--- src/rtl/core_run_ctrl.sv ---
// core_run_ctrl: holds N_CORES cores in reset, releases them (optionally
// staggered), runs them until all report done or the cycle budget expires.
// Ports:
//   i_clk, i_rst_n     clock, async active-low reset
//   i_start            one-cycle restart request (any state)
//   i_halt             pause run-cycle counting while high (RUN only)
//   i_core_done        per-core completion level, latched sticky in RUN
//   o_core_rst         active-high reset to each core
//   o_running          high in RUN
//   o_done, o_timeout  completion / budget-expired status
//   o_cycles           run cycles elapsed, excluding halted cycles
module core_run_ctrl #(
  parameter int N_CORES      = 1,
  parameter int RST_CYCLES   = 5,
  parameter int STAGGER      = 0,
  parameter int RUN_CYCLES   = 30,
  parameter int CNT_WIDTH    = 16,
  parameter bit HOLD_ON_DONE = 1'b1
) (
  input  logic                 i_clk,
  input  logic                 i_rst_n,
  input  logic                 i_start,
  input  logic                 i_halt,
  input  logic [N_CORES-1:0]   i_core_done,
  output logic [N_CORES-1:0]   o_core_rst,
  output logic                 o_running,
  output logic                 o_done,
  output logic                 o_timeout,
  output logic [CNT_WIDTH-1:0] o_cycles
);

  localparam logic [1:0] S_HOLD = 2'd0;
  localparam logic [1:0] S_RUN  = 2'd1;
  localparam logic [1:0] S_DONE = 2'd2;

  localparam logic [CNT_WIDTH-1:0] LAST_REL =
    CNT_WIDTH'(RST_CYCLES + (N_CORES - 1) * STAGGER);
  localparam logic [CNT_WIDTH-1:0] RUN_LIM =
    CNT_WIDTH'(RUN_CYCLES);
  localparam bit HAS_LIM = (RUN_CYCLES != 0);

  logic [1:0]           r_state;
  logic [CNT_WIDTH-1:0] r_hold_cnt;
  logic [N_CORES-1:0]   r_core_rst;
  logic                 r_running;
  logic                 r_done;
  logic                 r_timeout;
  logic [CNT_WIDTH-1:0] r_cycles;
  logic [N_CORES-1:0]   r_seen;

  logic [CNT_WIDTH-1:0] w_hold_nxt;
  logic [N_CORES-1:0]   w_rel;
  logic                 w_last_rel;
  logic [CNT_WIDTH-1:0] w_cyc_inc;
  logic [CNT_WIDTH-1:0] w_cyc_nxt;
  logic [N_CORES-1:0]   w_seen;
  logic                 w_all_done;
  logic                 w_tmo;

  assign w_hold_nxt = r_hold_cnt + 1'b1;
  assign w_last_rel = (w_hold_nxt == LAST_REL);

  // Core k leaves reset once the hold count reaches its own release edge.
  for (genvar k = 0; k < N_CORES; k++) begin : g_rel
    localparam logic [CNT_WIDTH-1:0] THR =
      CNT_WIDTH'(RST_CYCLES + k * STAGGER);
    assign w_rel[k] = (w_hold_nxt >= THR);
  end

  // Saturating run counter; a halted cycle is simply not counted.
  assign w_cyc_inc  = (&r_cycles) ? r_cycles : r_cycles + 1'b1;
  assign w_cyc_nxt  = i_halt ? r_cycles : w_cyc_inc;
  assign w_seen     = r_seen | i_core_done;
  assign w_all_done = &w_seen;
  assign w_tmo      = HAS_LIM && !i_halt && (w_cyc_inc == RUN_LIM);

  always_ff @(posedge i_clk or negedge i_rst_n) begin
    if (!i_rst_n) begin
      r_state    <= S_HOLD;
      r_hold_cnt <= '0;
      r_core_rst <= '1;
      r_running  <= 1'b0;
      r_done     <= 1'b0;
      r_timeout  <= 1'b0;
      r_cycles   <= '0;
      r_seen     <= '0;
    end else if (i_start) begin
      r_state    <= S_HOLD;
      r_hold_cnt <= '0;
      r_core_rst <= '1;
      r_running  <= 1'b0;
      r_done     <= 1'b0;
      r_timeout  <= 1'b0;
      r_cycles   <= '0;
      r_seen     <= '0;
    end else begin
      case (r_state)
        S_HOLD: begin
          r_hold_cnt <= w_hold_nxt;
          r_core_rst <= ~w_rel;
          if (w_last_rel) begin
            r_state   <= S_RUN;
            r_running <= 1'b1;
          end
        end
        S_RUN: begin
          r_seen   <= w_seen;
          r_cycles <= w_cyc_nxt;
          // Completion takes priority over a same-edge timeout.
          if (w_all_done) begin
            r_state   <= S_DONE;
            r_running <= 1'b0;
            r_done    <= 1'b1;
            if (HOLD_ON_DONE) r_core_rst <= '1;
          end else if (w_tmo) begin
            r_state   <= S_DONE;
            r_running <= 1'b0;
            r_timeout <= 1'b1;
            if (HOLD_ON_DONE) r_core_rst <= '1;
          end
        end
        default: ;
      endcase
    end
  end

  assign o_core_rst = r_core_rst;
  assign o_running  = r_running;
  assign o_done     = r_done;
  assign o_timeout  = r_timeout;
  assign o_cycles   = r_cycles;

endmodule
--- config.mk ---
export PLATFORM = sky130hd
export DESIGN_NAME = core_run_ctrl
export DESIGN_NICKNAME = d
export VERILOG_FILES = /design/src/rtl/core_run_ctrl.sv
export SDC_FILE = /design/constraint.sdc
export NUM_CORES = 1
export LEC_CHECK = 0
export ABC_AREA = 1
export BUFFER_PORTS_ARGS = -buffer_cell sky130_fd_sc_hd__buf_2
export CAP_MARGIN = 10
export CORE_MARGIN = 2
export CORE_UTILIZATION = 53
export DETAILED_ROUTE_END_ITERATION = 8
export GPL_TIMING_DRIVEN = 0
export PLACE_DENSITY = 0.82
export SETUP_SLACK_MARGIN = 0.3
export SLEW_MARGIN = 20
export SYNTH_ARGS = -nofsm -noshare
export SYNTH_HDL_FRONTEND = slang
export SYNTH_SLANG_ARGS = --single-unit
--- constraint.sdc ---
create_clock -name i_clk -period 1.8 [get_ports i_clk]
set_input_delay 0.18 -clock i_clk [delete_from_list [all_inputs] [get_ports i_clk]]
set_output_delay 0.18 -clock i_clk [all_outputs]
set_load 0.005 [all_outputs]
==> flow_metrics.py <==
metrics = {
    "final_layout": {
        "seq_area_um2": 958.4,
        "post-route-util_pct": 69.02,
        "fin_nets": 432,
        "multi_input_area_um2": 1568,
        "drive_gt1_share_pct": 29.95,
        "finalNonFillerCells": 478,
        "syn_to_final_growth_pct": 27.59,
        "antenna_cells": 0,
        "num-fill-cells": 368,
        "final_area_um2": 3217,
    },
    "die": {
        "dieWidth_um": 72.97,
        "io-pin-count": 25,
        "die-area_um2": 5325,
        "core_area_um2": 4661,
        "fp-row-count": 25,
        "die_y_um": 72.97,
        "start_util_pct": 54.09,
    },
    "setup_path": {
        "path_cells": "buf_4 > buf_4 > nand3_2 > o21ai_0 > nand2_1 > nor3_1 > nand2_1 > nor2_2 > nand2_1 > nand2_2 > nand3_2 > nand2_1 > nand2_1",
        "start_kind": "flip-flop",
        "cpMaxStageDelayCell": "dfrtp_1",
        "reg2regPathDepth": 13,
        "cp.arrival_ns": 2.21,
        "cp_max_fo": 5,
        "crit_type": "reg2reg",
        "worstPathRequired_ns": 1.99,
        "cpPeakStageDelay_ns": 0.39,
        "crit_path_frequent_cell": "nand2_1",
        "endpoint_kind": "flip-flop",
    },
    "grt": {
        "overflow": 0,
        "antenna_found_initial": 0,
        "grt_max_degree": 39,
        "grt_pass1_wl_mm": 10.76,
        "grt_usage_pct": 26.27,
        "grt_pass1_vias": 2394,
    },
    "drt": {
        "drc": 0,
        "drtPass1Iterations": 5,
        "initialDrtViolationCount": 185,
        "via_per_inst": 5.642,
        "final_antenna_net_count": 0,
        "vias": 2697,
        "wl_mm": 6.889,
        "detail_route.wl_per_cell_um": 14.41,
    },
    "clock_tree": {
        "clockBufferDepth": 2,
        "cts_tree": "built",
        "clk_latency_ns": 0.30,
        "holdBufCountCts": 0,
        "h-tree-depth": 2,
        "path_clk_slew_ns": 0.08,
        "clockRootBuffer": "clkbuf_8",
        "cts_buffers": 5,
        "cts.sinks": 38,
    },
    "job": {
        "cap_violations": 0,
    },
    "power": {
        "p_leak_uw": 0.001583,
        "ir_worst_vdd_mv": 0.6019,
        "p_per_area_nw_per_um2": 724.4,
    },
    "timing": {
        "fin_crit_ns": 2.017,
        "finalMaxSlewViolations": 0,
        "finalCritPeriodShare_pct": 112.0,
        "fmax_mhz": 495.8,
        "hold_slack_ns": -0.02867,
        "hold_violations": 34,
        "fin_ws_ns": -0.2168,
        "rsz0062_at_grt": "yes",
        "clock_skew_ns": 0.01204,
        "setup_viol": 4,
        "tightest_slew_ns": 0.8371,
        "slew_headroom_pct": 44.19,
    },
    "min_path": {
        "hp-class": "in2async",
    },
    "place": {
        "io_buffers": 24,
        "dpl.hpwl_mm": 4.525,
        "post-place-cells": 445,
        "gp_congestion": 0.9354,
        "place_area_um2": 2714,
    },
    "logic_synthesis": {
        "syn_avg_cell_area_um2": 6.870,
        "ys_types": 28,
        "synth-xor-area-share_pct": 3.474,
        "syn_nets": 376,
        "syn-cell-area_um2": 2521,
        "synth_top_family_by_area": "simple AND/OR/NAND/NOR gates",
        "muxShareOfSynthArea_pct": 0,
        "ys_warn_count": 0,
        "synth-adder-area-share_pct": 1.985,
        "synth-simple-area-share_pct": 40.60,
        "seq_area_frac_synth_pct": 37.77,
        "syn_inst": 367,
        "synth_compound_area_share_pct": 9.032,
        "ys_ff_latch": 38,
    },
    "run_status": {
        "status": "finished, violations left",
        "violations": "negative hold slack, negative setup slack",
    },
}
==> cells in the final DEF (no fill, tap or decap), types with 7 or more instances in the layout <==
cell type / count
buf_2: 24
buf_4: 22
dfrtp_1: 32
inv_1: 40
nand2_1: 93
nand2_2: 12
nand3_1: 30
nand3_2: 7
nand4_1: 13
nor2_1: 34
nor2_2: 15
nor2_4: 10
o21ai_0: 15
o22ai_1: 12
xor2_1: 9
==> area by class of cell <==
type,count,share of cell area [%]
clock buffers,5,2.139
multi-input cells,281,48.74
inverters,45,5.251
well taps,54,2.100
repair buffers,49,10.04
flip-flops and latches,38,29.79
clock inverters,3,1.245
plain buffers,3,0.7001
==> sequential cells by signal, summed over array words and instances (netlist names) <==
signal / flops
o_cycles: 16
r_hold_cnt: 16
r_state: 2
o_core_rst: 1
o_done: 1
o_timeout: 1
r_seen: 1
==> kinds of logic (layout without fill, tap and decap cells) <==
| family | Yosys count | count (layout) |
|---|---|---|
| AND/OR/NAND/NOR | 227 | 227 |
| buffers and inverters | 48 | 105 |
| AO/OA/AOI/OAI | 40 | 40 |
| flip-flops | 38 | 38 |
| XOR/XNOR | 10 | 10 |
| adder cells (fa/ha/maj) | 4 | 4 |
==> metal layers <==
layer	part of all wire [%]	global-route usage (%)	wire (µm)	up-vias
met5	0	0	0	-
met4	3.8	11.73	264	0
met3	4.8	5.110	334	27
met2	51	45.25	3495	103
met1	41	31.69	2795	1253
li1	-	-	-	1314
==> through the flow <==
stage	hold WS [ns]	setup TNS (ns)	total power (µW)	worst slack (ns)
floorplan	-0.1156	0	1316	0.01701
global placement	0.3325	-0.4900	1456	-0.1979
detailed placement	0.3417	-0.6450	1469	-0.2370
CTS	0.01349	-0.3565	2253	-0.1335
global route	0.05092	-1.197	2454	-0.2986
finish	-0.02867	-0.7281	2330	-0.2168
==> final timing paths <==
path / from / endpoint / slack, ns
min: i_rst_n / o_cycles[9] / -0.03
max: o_cycles[0] / r_state[0] / -0.22
max in group asynchronous: i_rst_n / o_cycles[6] / 1.24
min reg2reg: o_core_rst / o_core_rst / 0.48
max reg2reg: o_cycles[0] / r_state[0] / -0.22
min in group i_clk: i_core_done / r_seen / 0.24
==> report_power, final <==
group | internal (µW) | switching (µW) | total (µW)
registers | 930 | 61.5 | 992
clock network | 408 | 329 | 737
logic | 223 | 378 | 601
total | 1560 | 768 | 2330
==> worst max-delay path, delay by kind of cell, from the launching register on <==
family / cells / cell delay [ns]
buffers and inverters: 2 / 0.26
AO/OA/AOI/OAI: 1 / 0.24
AND/OR/NAND/NOR: 10 / 1.04
flip-flops: 1 / 0.39
==> Yosys cell counts (all sizes together) <==
cell type / number / area (µm²)
dfstp: 1 / 26.28
clkbuf: 3 / 11.26
nand2: 109 / 444.2
clkinv: 2 / 7.510
nand3: 37 / 190.2
nor3: 5 / 25.02
o21ai: 20 / 100.1
o22ai: 15 / 93.84
nand4: 13 / 81.33
a31oi: 1 / 6.260
a21oi: 3 / 18.77
ha: 4 / 50.05
o2bb2ai: 1 / 8.760
xor2: 10 / 87.58
and2: 1 / 6.260
inv: 43 / 161.4
nor2: 59 / 256.5
dfrtp: 37 / 925.9
nand3b: 1 / 7.510
or2: 2 / 12.51
==> repair_timing <==
item                       in CTS  in global routing
buffers inserted               10                 15
pin swaps                      11                 16
setup endpoints to repair      27                 34
gates cloned                    0                  0
gates resized for setup        18                 52
(Power assumes the default switching activity.)
